$ cat src/rtl/player_motion_ctl_pkg.sv
// Screen geometry and walk-state encoding shared by the player motion controllers.
package player_motion_ctl_pkg;

  localparam int SCREEN_W = 1024;
  localparam int SPRITE_W = 64;
  localparam int SPRITE_H = 64;
  localparam int POS_W    = 12;

  typedef logic [1:0] state_t;

  localparam state_t IDLE   = 2'd0;
  localparam state_t WALK_L = 2'd1;
  localparam state_t WALK_R = 2'd2;

endpackage

$ cat src/rtl/player_motion_ctl_sync_2ff.sv
// Two-flop synchroniser for a single asynchronous button input.
module sync_2ff (
  input  logic clk,
  input  logic reset,
  input  logic d_i,
  output logic q_o
);

  logic meta_q;
  logic sync_q;

  always_ff @(posedge clk) begin
    if (reset) begin
      meta_q <= 1'b0;
      sync_q <= 1'b0;
    end else begin
      meta_q <= d_i;
      sync_q <= meta_q;
    end
  end

  assign q_o = sync_q;

endmodule

$ cat src/rtl/player_motion_ctl.sv
// Per-frame sprite position and leg-animation control, advanced once per vsync rising edge.
// state  | meaning
// IDLE   | no walk, xpos holds, legs image shown
// WALK_L | moving left by STEP each frame, clamped at X_MIN
// WALK_R | moving right by STEP each frame, clamped at X_MAX
module player_motion_ctl
  import player_motion_ctl_pkg::*;
#(
  parameter int X_INIT   = 75,
  parameter int Y_INIT   = 600,
  parameter int X_MIN    = 0,
  parameter int X_MAX    = SCREEN_W - SPRITE_W,
  parameter int STEP     = 4,
  parameter int ANIM_DIV = 8
) (
  input  logic             clk,
  input  logic             reset,
  input  logic             left,
  input  logic             right,
  input  logic             vsync_in,
  output logic [POS_W-1:0] xpos,
  output logic [POS_W-1:0] ypos,
  output logic             legs_sel,
  output logic             facing_left,
  output logic             moving,
  output logic             frame_tick
);

  localparam int CW = (ANIM_DIV > 1) ? $clog2(ANIM_DIV) : 1;
  localparam logic [POS_W-1:0] X_INIT_P = POS_W'(X_INIT);
  localparam logic [POS_W-1:0] X_MIN_P  = POS_W'(X_MIN);
  localparam logic [POS_W-1:0] X_MAX_P  = POS_W'(X_MAX);
  localparam logic [POS_W-1:0] STEP_P   = POS_W'(STEP);
  localparam logic [POS_W-1:0] L_THRESH = POS_W'(X_MIN + STEP);
  localparam logic [POS_W-1:0] R_THRESH = POS_W'(X_MAX - STEP);
  localparam logic [CW-1:0]    CNT_LAST = CW'(ANIM_DIV - 1);
  localparam logic [CW-1:0]    CNT_ONE  = CW'(1);

  logic l_s, r_s;
  logic vsync_q, arm_q, frame_tick_q, tick;
  state_t state_q, state_d;
  logic [POS_W-1:0] xpos_q, xpos_d;
  logic [CW-1:0] cnt_q, cnt_d;
  logic legs_q, legs_d, facing_q, facing_d;

  sync_2ff u_sync_left  (.clk(clk), .reset(reset), .d_i(left),  .q_o(l_s));
  sync_2ff u_sync_right (.clk(clk), .reset(reset), .d_i(right), .q_o(r_s));

  // arm_q blocks a tick right after reset until vsync has been seen low.
  assign tick = vsync_in & ~vsync_q & arm_q;

  always_ff @(posedge clk) begin
    if (reset) begin
      state_q <= IDLE;
    end else begin
      state_q <= state_d;
    end
  end

  always_comb begin
    state_d = state_q;
    if (tick) begin
      if (l_s && !r_s)      state_d = WALK_L;
      else if (r_s && !l_s) state_d = WALK_R;
      else                  state_d = IDLE;
    end
  end

  always_comb begin
    moving = (state_q != IDLE);
  end

  // Entering a walk state counts as the first animation frame of that walk.
  always_comb begin
    xpos_d   = xpos_q;
    cnt_d    = cnt_q;
    legs_d   = legs_q;
    facing_d = facing_q;
    if (tick) begin
      case (state_d)
        WALK_L: begin
          xpos_d   = (xpos_q < L_THRESH) ? X_MIN_P : xpos_q - STEP_P;
          facing_d = 1'b1;
        end
        WALK_R: begin
          xpos_d   = (xpos_q > R_THRESH) ? X_MAX_P : xpos_q + STEP_P;
          facing_d = 1'b0;
        end
        default: ;
      endcase
      if (state_d == IDLE) begin
        cnt_d  = '0;
        legs_d = 1'b0;
      end else if (state_d != state_q) begin
        cnt_d  = CNT_ONE;
        legs_d = 1'b0;
      end else if (cnt_q == CNT_LAST) begin
        cnt_d  = '0;
        legs_d = ~legs_q;
      end else begin
        cnt_d = cnt_q + CNT_ONE;
      end
    end
  end

  always_ff @(posedge clk) begin
    if (reset) begin
      vsync_q      <= 1'b0;
      arm_q        <= 1'b0;
      frame_tick_q <= 1'b0;
      xpos_q       <= X_INIT_P;
      cnt_q        <= '0;
      legs_q       <= 1'b0;
      facing_q     <= 1'b0;
    end else begin
      vsync_q      <= vsync_in;
      arm_q        <= arm_q | ~vsync_in;
      frame_tick_q <= tick;
      xpos_q       <= xpos_d;
      cnt_q        <= cnt_d;
      legs_q       <= legs_d;
      facing_q     <= facing_d;
    end
  end

  assign xpos        = xpos_q;
  assign ypos        = POS_W'(Y_INIT);
  assign legs_sel    = legs_q;
  assign facing_left = facing_q;
  assign frame_tick  = frame_tick_q;

endmodule

$ cat config.mk
export PLATFORM = sky130hd
export DESIGN_NAME = player_motion_ctl
export DESIGN_NICKNAME = d
export VERILOG_FILES = /design/src/rtl/player_motion_ctl_pkg.sv /design/src/rtl/player_motion_ctl_sync_2ff.sv /design/src/rtl/player_motion_ctl.sv
export SDC_FILE = /design/constraint.sdc
export NUM_CORES = 1
export LEC_CHECK = 0
export ABC_AREA = 1
export CAP_MARGIN = 40
export CORE_ASPECT_RATIO = 1.2
export CORE_MARGIN = 3
export CORE_UTILIZATION = 51
export DETAILED_ROUTE_END_ITERATION = 10
export PLACE_DENSITY = 0.81
export SLEW_MARGIN = 25
export SYNTH_ARGS = -nofsm -noshare
export SYNTH_HDL_FRONTEND = slang
export SYNTH_HIERARCHICAL = 1
export SYNTH_SLANG_ARGS = --single-unit
$ cat constraint.sdc
create_clock -name clk -period 2.1 [get_ports clk]
set_input_delay 0.42 -clock clk [delete_from_list [all_inputs] [get_ports clk]]
set_output_delay 0.42 -clock clk [all_outputs]
set_load 0.05 [all_outputs]
==> out/metrics.cfg, run 1 <==
[power]
p_int_uw = 592
power_uw = 854
power.share.clock_pct = 27.2
combPwrFrac_pct = 15.6
p_switching_uw = 262
power_frac_seq_pct = 57.3
switching_share_pct = 30.7
ir_drop_v = 0.000339
pwr_density_cell_nw_per_um2 = 430
p_leak_uw = 0.000982

[sta]
rsz0062_at_grt = no
max_freq_mhz = 497
timing.hold.ws_ns = 0.360
period_needed_ns = 2.01
slew_headroom_pct = 65.5
drv_slew = 0
tightest_slew_ns = 0.516
fin_crit_sh_pct = 95.8
hold_violations = 0
skew_ns = 0.00326
setup_viol = 0

[synthesis]
synth-seq-cells = 25
synth_edf_count = 0
synth_flop_cell = dfxtp_1
ys.warnings.count = 6
netlist_instances = 242
muxShareOfSynthArea_pct = 0
synth_simple_gate_area_share_pct = 37.2
synth-adder-area-share_pct = 4.68
synth_compound_area_share_pct = 7.49
synth_xor_area_share_pct = 3.83
ys_seq_area_share_pct = 31.2
async_flop_share_pct = 0
synth_top_family_by_area = simple AND/OR/NAND/NOR gates
synth_cell_type_count = 24
syn-mean-instance-area_um2 = 6.62
syn_area_um2 = 1600

[floorplanning]
die_h_um = 67.4
die_area_um2 = 3850
core_area_um2 = 2890
ios = 33
die_w_um = 57.2
initial_core_util_pct = 55.5
rows = 21

[clock_network]
cts_buffer_depth = 2
cts_tree = yes
clkTransAtPathRegs_ns = 0.15
root_buffer = clkbuf_4
clock_latency_ns = 0.33
clock-sinks = 25
h-tree-depth = 1
cts_made_buffers = 3

[place]
gp_congestion = 0.933
placed_cells = 304
dp_hpwl_um = 2770
port_buffers = 20

[worst_setup_path]
cpPeakStageDelay_ns = 0.83
path_delay_family = buffers and inverters
cp.required_ns = 1.68
startpoint_type = flop
crit_slowest_cell = clkdlybuf4s50_1
critPathBufInv = 1
cp.arrival_ns = 1.59
cp-end-kind = output pin
criticalPathCategory = reg -> out
path_cells = clkdlybuf4s50_1
crit_fanout = 5

[drt]
initialDrtViolationCount = 82
vias_per_cell = 5.17
wl_um = 3830
dr.pass1.iters = 4
antenna_left = 0
num_vias = 1618
wl_per_cell_um = 12.2
drc = 0

[hold_path]
hold_class = in -> reg

[status]
outcome = finished clean

[global_route]
grt_pass1_vias = 1472
antenna_found_initial = 0
overflow = 0
gr-usage-all-layers_pct = 20.2
grt_max_degree = 17
grt_pass1_wl_um = 6220

[layout]
drive_gt1_share_pct = 19.0
final_net_count = 291
n_antenna_cell = 0
area_growth_pct = 23.7
final_cells = 313
fin_util_pct = 68.6
final_common_cell = nand2_1
final_cell_mix = 47 x nand2_1, 33 x nor2_1, 26 x inv_1

[job]
cap_violations = 0

## repair_timing
action / CTS / global route
buffers inserted: 2 / 3
hold endpoints to repair: 0 / 0
hold buffers: 0 / 0
endpoints found under the setup margin: 5 / 14
gates resized for setup: 2 / 17
pin swaps: 1 / 7
## worst register-to-register path: stages (launching register included)
cell and delay (ns):
dfxtp_1 0.37, nand2_2 0.07, nor2_4 0.17, inv_4 0.05, o21ai_2 0.14, nand2_2 0.08
inv_2 0.06, ha_4 0.14, clkinvlp_4 0.13, nand2_4 0.11, nand2_2 0.05, or2_1 0.25
nand2_1 0.07, nand2_1 0.05
## area by class of cell
| type | count | area, um^2 |
|---|---|---|
| Multi-Input combinational cell | 179 | 933 |
| Fill cell | 251 | 907 |
| Sequential cell | 25 | 500 |
| Timing Repair Buffer | 39 | 350 |
| Inverter | 32 | 126 |
| Tap cell | 34 | 42.5 |
| Clock buffer | 3 | 22.5 |
| Clock inverter | 1 | 7.51 |
## layer usage
| metal | GRT usage (%) | wire [um] | vias to the layer above |
|---|---|---|---|
| li1 | - | - | 810 |
| met1 | 24.5 | 1620 | 751 |
| met2 | 35.4 | 1910 | 49 |
| met3 | 3.44 | 229 | 8 |
| met4 | 7.83 | 74 | 0 |
| met5 | 0 | 0 | - |
## flip-flops by register name, summed over array words and instances (netlist names)
| name | flops |
|---|---|
| frame_tick | 1 |
| cnt_q | 3 |
| vsync_q | 1 |
| state_q | 2 |
| u_sync_right/q_o | 1 |
| legs_sel | 1 |
| u_sync_right/meta_q | 1 |
| xpos | 11 |
| facing_left | 1 |
| u_sync_left/meta_q | 1 |
| u_sync_left/q_o | 1 |
| arm_q | 1 |
## synth_stat cells, drive strengths merged, types with 2 or more instances
cell type  number  area, um^2
or2             2        12.5
inv            32         123
nand3          25         125
dfxtp          25         500
a21oi          13        65.1
nand2          56         223
o21ai          11        55.1
nor2           41         198
nand4           6        37.5
buf            15         116
conb            2        7.51
ha              6        75.1
xor2            6        52.6
## power groups by stage
| stage | registers [uW] | logic (uW) | clock network (uW) |
|---|---|---|---|
| final | 489 | 133 | 232 |
| after global placement | 499 | 120 | 0 |
| after detailed placement | 499 | 121 | 0 |
| after floorplan | 504 | 102 | 0 |
| after CTS | 489 | 125 | 236 |
| after global routing | 491 | 141 | 250 |
## stage by stage
step                area [um^2]  TNS (ns)  setup WS, ns
floorplan                  1640         0         0.113
global placement           1860     -3.63        -0.336
detailed placement         1860     -4.51        -0.401
CTS                        1910         0        0.0223
global route               1980         0        0.0291
finish                     1980         0        0.0892
## logic make-up after synthesis
family | count (synthesis)
fa+ha+maj | 6
buf+inv | 48
flops | 25
simple gates | 130
other cells | 2
xor+xnor | 7
compound gates | 24
## worst paths after layout
path | depth (start not counted) | to | slack (ns) | from
min | 3 | vsync_q | 0.36 | vsync_in
max reg2reg | 13 | xpos[0] | 0.25 | arm_q
max | 1 | xpos[3] | 0.09 | xpos[3]
min reg2reg | 2 | u_sync_right/q_o | 0.42 | u_sync_right/meta_q
No activity file was read; power rests on OpenSTA's default activity.
==> run 2: changes to the inputs <==
Settings changed: CORE_UTILIZATION 51 to 53, CTS_BUF_LIST set to sky130_fd_sc_hd__clkbuf_8, PLACE_DENSITY 0.81 to 0.83.
==> run 2 against run 1 <==
Compared with the run above: core utilization rose by 3.5 points; critical path depth increased by 2; die area fell by 3.4%; fmax fell by 0.58%; first-iteration DRC count is 3.7% lower; sequential share of layout area down 0.79 points; routed wire length is 3.0% higher; count of clock-buffer cells in the layout is the same; sequential power is essentially flat; clock skew is 0.0012 ns lower.
==> out/metrics.cfg, run 2 (same netlist as run 1, synthesis figures left out) <==
[status]
outcome = finished clean

[worst_setup_path]
reg2reg_from = arm_q
crit_fanout = 3  ; -2
worst-path-stages = 3  ; +2
critPathBufInv = 2  ; +1
cp.arrival_ns = 1.60  ; about the same
cp-end-kind = output pin
path_delay_family = buffers and inverters
startpoint_type = flop
r2r_slack_ns = 0.25  ; about the same
cp.required_ns = 1.68  ; about the same
crit_slowest_cell = clkdlybuf4s50_1
path_cells = inv_1, nand2_1, clkdlybuf4s50_1
cpPeakStageDelay_ns = 0.79  ; -0.04 ns
criticalPathCategory = reg -> out
worstReg2RegEnd = xpos[0]
reg2regPathDepth = 12  ; -1

[hold_path]
hold-path-cell-count = 2  ; -1
hold_class = reg -> reg
min_to = u_sync_right/q_o
min_from = u_sync_right/meta_q

[drt]
num_vias = 1619  ; +0.062%
dr.pass1.iters = 4  ; unchanged
antenna_left = 0  ; unchanged
vias_per_cell = 5.04  ; -2.4%
wl_per_cell_um = 12.3  ; +0.44%
wl_um = 3950  ; +3.0%
drc = 0  ; unchanged
initialDrtViolationCount = 79  ; -3.7%

[layout]
n_antenna_cell = 0  ; unchanged
drive_gt1_share_pct = 21.3  ; +2.3 points
fin_util_pct = 72.1  ; +3.5 points
largest_reg_flops = 11  ; unchanged
area_growth_pct = 27.7
final_cell_mix = 48 x nand2_1, 33 x nor2_1, 29 x buf_4
final_net_count = 299  ; +2.7%
final_common_cell = nand2_1
stdcell_area_um2 = 2050  ; +3.2%

[place]
gp_congestion = 0.909  ; -2.5%
placed_area_um2 = 1870  ; +0.81%
dp_slack_ns = -0.391  ; +0.00951 ns
dp_hpwl_um = 2680  ; -3.2%
port_buffers = 20  ; unchanged

[sta]
hold_violations = 0  ; unchanged
rsz0062_at_grt = no
fin_ws_ns = 0.0773  ; -0.0118 ns
skew_ns = 0.00202  ; -0.00124 ns
drv_slew = 0  ; unchanged
period_needed_ns = 2.02  ; +0.0118 ns
fin_crit_sh_pct = 96.3  ; +0.56 points
slew_headroom_pct = 66.5  ; +0.96 points
tightest_slew_ns = 0.502  ; -0.0143 ns
max_freq_mhz = 494  ; -0.58%
setup_viol = 0  ; unchanged
tns_ns = 0  ; unchanged

[power]
p_leak_uw = 0.000998  ; +1.6%
power_frac_seq_pct = 53.3  ; -4.0 points
pwr_density_cell_nw_per_um2 = 447  ; +3.8%
p_switching_uw = 262  ; about the same
p_int_uw = 653  ; +10%
ir_drop_v = 0.000416  ; +23%
power_uw = 915  ; +7.2%
combPwrFrac_pct = 14.9  ; -0.7 points
power.share.clock_pct = 31.8  ; +4.6 points
switching_share_pct = 28.6  ; -2.1 points

[clock_network]
h-tree-depth = 1  ; unchanged
clkTransAtPathRegs_ns = 0.09  ; -0.06 ns
cts_buffer_depth = 2  ; unchanged
cts_tree = yes
clock_latency_ns = 0.27  ; -0.06 ns
clock-sinks = 25  ; unchanged
root_buffer = clkbuf_8
cts_made_buffers = 3  ; unchanged

[floorplanning]
initial_core_util_pct = 56.5  ; +1.0 points
die_w_um = 56.2  ; -1.7%
core_area_um2 = 2840  ; -1.8%
rows = 21  ; unchanged
die_area_um2 = 3720  ; -3.4%
die_h_um = 66.2  ; -1.7%
ios = 33  ; unchanged

[global_route]
antenna_found_initial = 0  ; unchanged
overflow = 0  ; unchanged
gr-usage-all-layers_pct = 21.7  ; +1.6 points
grt_max_degree = 15  ; -2
grt_pass1_vias = 1502  ; +2.0%
grt_pass1_wl_um = 6380  ; +2.6%

[job]
cap_violations = 0  ; unchanged

## run 2: worst max-delay path by stage
stage | from | endpoint | slack (ns)
floorplan | vsync_in | xpos[0] | 0.11
global placement | vsync_in | xpos[0] | -0.32
detailed placement | vsync_in | xpos[0] | -0.39
CTS | vsync_in | xpos[0] | 0.01
global route | state_q[0] | moving | 0.01
finish | state_q[1] | moving | 0.08
## run 2: repair_timing
action | CTS | global route
buffers inserted | 9 | 2
setup endpoints to repair | 10 | 15
hold buffers | 0 | 0
resized for setup | 5 | 8
pin swaps | 4 | 4
## run 2: worst reg2reg max path, delay by kind of cell, from the launching register on
family          cells  cell delay [ns]
flops               1             0.36
simple gates        8             0.92
compound gates      1             0.13
fa+ha+maj           1             0.21
buf+inv             2             0.12
## run 2: cell type report
cell class,count,area (um^2)
Clock buffer,3,41.3
Clock inverter,1,5.00
Fill cell,224,791
Inverter,32,123
Multi-Input combinational cell,179,932
Sequential cell,25,500
Tap cell,34,42.5
Timing Repair Buffer,47,403
## run 2: through the flow
stage / cells / hold WS (ns)
final: 321 / 0.414
after global routing: 321 / 0.426
after CTS: 319 / 0.419
after detailed placement: 306 / 0.406
after global placement: 306 / 0.394
after floorplan: 252 / 0.388
## run 2: power by group through the flow
stage | clock, uW | sequential [uW] | combinational [uW]
after floorplan | 0 | 504 | 102
after global placement | 0 | 498 | 119
after detailed placement | 0 | 499 | 121
after CTS | 296 | 488 | 130
after global routing | 315 | 489 | 145
final | 291 | 488 | 136
## run 2: layer usage
metal / track usage [%] / vias to the layer above / part of all wire (%)
li1: - / 823 / -
met5: 0 / - / 0
met3: 2.93 / 11 / 4.3
met1: 24.5 / 732 / 41
met2: 39.8 / 53 / 52
met4: 10.7 / 0 / 2.3
==> edit 1, RTL diff (config.mk and constraints of run 2) <==
Set the parameter `ANIM_DIV` to 4 (it was 8).
--- a/src/rtl/player_motion_ctl.sv
+++ b/src/rtl/player_motion_ctl.sv
@@ -13,3 +13,3 @@
   parameter int STEP     = 4,
-  parameter int ANIM_DIV = 8
+  parameter int ANIM_DIV = 4
 ) (
Function: changed (Yosys sat finds a counterexample within 10 cycles, from zero or initial values and one cycle with reset high).
==> edit 1 against run 2 <==
- worst setup slack worse by 23 ps
- synthesized cell count shrank 0.41%
- cell count down 6.5%
- hold slack lost 3.8 ps
- sequential cell count is 1 lower
- design area decreased by 4.0%
- wire length shrank 4.7%
- power increased by 9.4%
- global-route usage is 2.2 points lower
- utilization decreased by 4.7 points
- area after synthesis is 4.6% higher
- sequential power shrank 4%
- critical path type unchanged
==> edit 1: results (changes against run 2) <==
| Metric | Value |
|---|---|
| Inserted Clock Buffers | 3 (unchanged) |
| Max_slew headroom | 60.3% (was 66.5%) |
| Hold_sp | u_sync_left/meta_q (was u_sync_right/meta_q) |
| Worst path arrival time | 1630 ps (was 1600 ps) |
| Router iterations before antenna repair | 5 (was 4) |
| Net Switching | 0.253 mW (was 0.262 mW) |
| P_leak | 0.899 nW (was 0.998 nW) |
| WL final | 3760 um (was 3950 um) |
| Fillers | 247 (was 224) |
| Synth Flop Type | dfxtp_1 (unchanged) |
| Post-place instance area | 1860 sq um (was 1870 sq um) |
| Vias per cell | 5.12 (was 5.04) |
| Max incr delay on CP | 860 ps (was 790 ps) |
| Placer Congestion | 0.969 (was 0.909) |
| Fin nets | 277 (was 299) |
| First-pass GRT wire length | 5990 um (was 6380 um) |
| Slack of the worst reg-to-reg path | 390 ps (was 250 ps) |
| Final setup skew | 6.19 ps (was 2.02 ps) |
| Total Routing Usage GR | 19.5% (was 21.7%) |
| Async set-reset flop share out of synthesis | 0% (unchanged) |
| R2R depth | 13 (was 12) |
| Remaining DRCs | 0 (unchanged) |
| Synth warnings | 6 (unchanged) |
| Number of flops mapped to enable cells by yosys | 0 (unchanged) |
| Root Driver | clkbuf_8 (unchanged) |
| CP Max Fanout | 6 (was 3) |
| Latest clock arrival within the worst-skew pair | 270 ps (about the same) |
| Placed Cells incl. Taps | 296 (was 306) |
| Vias | 1536 (was 1619) |
| Max reg flops | 11 (unchanged) |
| CP Capture Point | xpos[3] (was moving) |
| Hpwl dp | 2700 um (was 2680 um) |
| Maximum clock frequency | 489 MHz (was 494 MHz) |
| Share of cells above drive strength 1 | 24.1% (was 21.3%) |
| Mean Syn Cell Area | 6.96 sq um (was 6.62 sq um) |
| CP Launch Point | xpos[3] (was state_q[1]) |
| Sequential-to-total area share from yosys stat | 28.7% (was 31.2%) |
| RR Endpoint | xpos[6] (was xpos[0]) |
| Yosys cell types | 28 (was 24) |
| Initial DRC count | 37 (was 79) |
| Vias in the first global route | 1368 (was 1502) |
| Largest net degree at the start of global routing | 15 (unchanged) |
| Ranking of synthesized cells by area | dfxtp_1 29%, nand2_1 9.9%, buf_4 6.3%, nor2_1 6.3%, inv_1 5.4% (was dfxtp_1 31%, nand2_1 12%, nand3_1 7.8%, nor2_1 7.7%, inv_1 6.8%) |
| Worst vdd ir | 0.381 mV (was 0.416 mV) |
| Placement Setup Slack | -263 ps (was -391 ps) |
| Hold Fails Final Rpt | 0 (unchanged) |
| Reg-to-Reg Start | vsync_q (was arm_q) |
| # H-tree levels | 1 (unchanged) |
| Buffers on Ports | 20 (unchanged) |
| Status | completed (unchanged) |
| Leading post-synthesis cells by instance count | 44 x nand2_1, 28 x nor2_1, 24 x dfxtp_1, 24 x inv_1 (was 51 x nand2_1, 33 x nor2_1, 29 x inv_1) |
[edit 1: metal layers]
metal,track usage [%],wire length [um]
met5,0,0
met2,34.2,1840
met4,10.1,141
met1,23.2,1540
met3,2.10,238
[edit 1: kinds of logic after synthesis]
group / share of synthesized area (%)
compound gates: 9.40
xor+xnor: 3.66
buf+inv: 17.4
fa+ha+maj: 3.73
simple gates: 36.7
flops: 28.7
other cells: 0.448
[edit 1: worst min path at each step]
stage	end	slack, ps
after floorplan	u_sync_left/q_o	390
after global placement	u_sync_left/q_o	390
after detailed placement	u_sync_left/q_o	400
after CTS	u_sync_left/q_o	410
after global routing	u_sync_left/q_o	430
final	u_sync_left/q_o	410
[edit 1: repair_timing]
action	in CTS	in global routing
resized for setup	0	10
pin swaps	1	1
endpoints found under the setup margin	1	12
cloned	0	0
setup buffers	0	1
[edit 1: power by group through the flow]
stage,Clock [mW],Sequential [mW],Combinational (mW)
final,0.409,0.469,0.123
after global routing,0.435,0.471,0.132
after CTS,0.412,0.470,0.120
after detailed placement,0,0.480,0.119
after global placement,0,0.480,0.117
after floorplan,0,0.485,0.104
[edit 1: cell type report]
type	instances	area, sq um	share of cell area, %
clock inverters	1	30.0	1.53
flip-flops and latches	24	480	24.4
repair buffers	31	277	14.1
multi-input cells	174	966	49.1
inverters	33	129	6.56
well taps	34	42.5	2.16
clock buffers	3	41.3	2.10
==> edit 2, RTL diff (config.mk and constraints of run 2) <==
Without the edit above. Reset style: asynchronous (`reset`), changed in 3 clocked blocks.
--- a/src/rtl/player_motion_ctl_sync_2ff.sv
+++ b/src/rtl/player_motion_ctl_sync_2ff.sv
@@ -11,3 +11,3 @@
 
-  always_ff @(posedge clk) begin
+  always_ff @(posedge clk or posedge reset) begin
     if (reset) begin
--- a/src/rtl/player_motion_ctl.sv
+++ b/src/rtl/player_motion_ctl.sv
@@ -51,3 +51,3 @@
 
-  always_ff @(posedge clk) begin
+  always_ff @(posedge clk or posedge reset) begin
     if (reset) begin
@@ -105,3 +105,3 @@
 
-  always_ff @(posedge clk) begin
+  always_ff @(posedge clk or posedge reset) begin
     if (reset) begin
Check against the original RTL: differs if reset is asserted again (counterexample within 4 cycles, from zero or initial values and one cycle with reset high); with reset held inactive, the same outputs for 10 cycles.
==> edit 2 against run 2 <==
- sequential cell count unchanged
- area after synthesis up 12%
- critical path depth shrank 2
- design area fell by 0.31%
- global-route usage down 3.8 points
- worst setup slack better by 8.6 ps
- via count down 12%
- cell count fell by 9.3%
- sequential share of layout area grew 6.4 points
- wire length is 11% lower
- first-iteration DRC count down 54%
Power is left out: it rests on default switching activity, and per cell area and clock period it moved more than threefold.
==> edit 2: results (changes against run 2) <==
| Metric | Value |
|---|---|
| Status | completed (unchanged) |
| Initial antenna violation count | 0 (unchanged) |
| Post-place instance area | 1970 sq um (was 1870 sq um) |
| Top Layer Used | met4 (unchanged) |
| Hpwl dp | 2660 um (was 2680 um) |
| Slack of the worst reg-to-reg path | 190 ps (was 250 ps) |
| Worst min path class | in2async (was reg2reg) |
| First-pass GRT wire length | 5850 um (was 6380 um) |
| Sequential-to-total area share from yosys stat | 35.0% (was 31.2%) |
| Max reg flops | 11 (unchanged) |
| Share of cells above drive strength 1 | 22.0% (was 21.3%) |
| Vias in the first global route | 1345 (was 1502) |
| CP Max Fanout | 6 (was 3) |
| Synth Flop Type | dfrtp_1 (was dfxtp_1) |
| Max incr delay on CP | 850 ps (was 790 ps) |
| Fin crit period | 2010 ps (was 2020 ps) |
| Least-Margin Pin Slew | 536 ps (was 502 ps) |
| Inserted Clock Buffers | 3 (unchanged) |
| Yosys cell types | 29 (was 24) |
| Router iterations before antenna repair | 4 (unchanged) |
| Buffers on Ports | 20 (unchanged) |
| Synth Area in Adders | 4.17% (was 4.68%) |
| Post-CTS repair timing setup buffer count | 0 (was 9) |
| Latest clock arrival within the worst-skew pair | 270 ps (about the same) |
| CP Capture Point | xpos[8] (was moving) |
| M1 wire length | 1520 um (was 1620 um) |
| Leading post-synthesis cells by instance count | 66 x nand2_1, 26 x inv_1, 22 x dfrtp_1 (was 51 x nand2_1, 33 x nor2_1, 29 x inv_1) |
| Mux contribution to synthesized area | 0% (unchanged) |
| Met2 usage | 30.6% (was 39.8%) |
| CTS Hold Bufs | 0 (unchanged) |
| Initial DRC count | 36 (was 79) |
| Placement Setup Slack | -255 ps (was -391 ps) |
| Fin nets | 267 (was 299) |
| Final setup skew | 8.38 ps (was 2.02 ps) |
| Post-CTS sizing | 1 (was 5) |
| Grt met1 use | 21.6% (was 24.5%) |
| Met3 WL | 147 um (was 169 um) |
| R2R depth | 8 (was 12) |
| P&R area growth vs syn | 13.3% (was 27.7%) |
| Compound-gate portion of the synthesized area | 3.47% (was 7.49%) |
| Total Routing Usage GR | 17.9% (was 21.7%) |
| RR Endpoint | xpos[0] (unchanged) |
| Vias | 1421 (was 1619) |
| Met2 wire len | 1780 um (was 2070 um) |
| Async set-reset flop share out of synthesis | 100% (was 0%) |
| CP Launch Point | xpos[8] (was state_q[1]) |
| Reg-to-Reg Start | u_sync_right/q_o (was arm_q) |
| WL final | 3510 um (was 3950 um) |
| Grt met3 use | 3.91% (was 2.93%) |
| Synth Area in XOR/XNOR | 4.86% (was 3.83%) |
| CTS max path bufs | 2 (unchanged) |
| Ranking of synthesized cells by area | dfrtp_1 31%, nand2_1 14%, buf_4 5.8%, inv_1 5.4%, nand3_1 5.0% (was dfxtp_1 31%, nand2_1 12%, nand3_1 7.8%, nor2_1 7.7%, inv_1 6.8%) |
| Fillers | 273 (was 224) |
| Reg clk slew, reported paths | 90 ps (about the same) |
| Root Driver | clkbuf_8 (unchanged) |
| Crit path max-delay family | buffers and inverters (unchanged) |
| Placer Congestion | 0.878 (was 0.909) |
-- edit 2: cell type report --
| cell class | instances | area share [%] |
|---|---|---|
| Multi-Input combinational cell | 167 | 46.2 |
| Sequential cell | 25 | 30.8 |
| Timing Repair Buffer | 30 | 12.7 |
| Inverter | 28 | 5.46 |
| Tap cell | 36 | 2.21 |
| Clock buffer | 3 | 2.02 |
| Timing Repair inverter | 1 | 0.368 |
| Clock inverter | 1 | 0.184 |
-- edit 2: per-stage QoR --
step,hold WS (ps),instances
floorplan,161,239
global placement,334,285
detailed placement,335,285
CTS,352,289
global route,364,291
finish,348,291
-- edit 2: how the worst min path moves through the flow --
stage / startpoint / endpoint / slack, ps
CTS: reset / u_sync_left/meta_q / 350
global route: u_sync_left/meta_q / u_sync_left/q_o / 360
floorplan: reset / u_sync_left/meta_q / 160
detailed placement: u_sync_left/meta_q / u_sync_left/q_o / 330
global placement: u_sync_left/meta_q / u_sync_left/q_o / 330
finish: reset / u_sync_left/q_o / 350
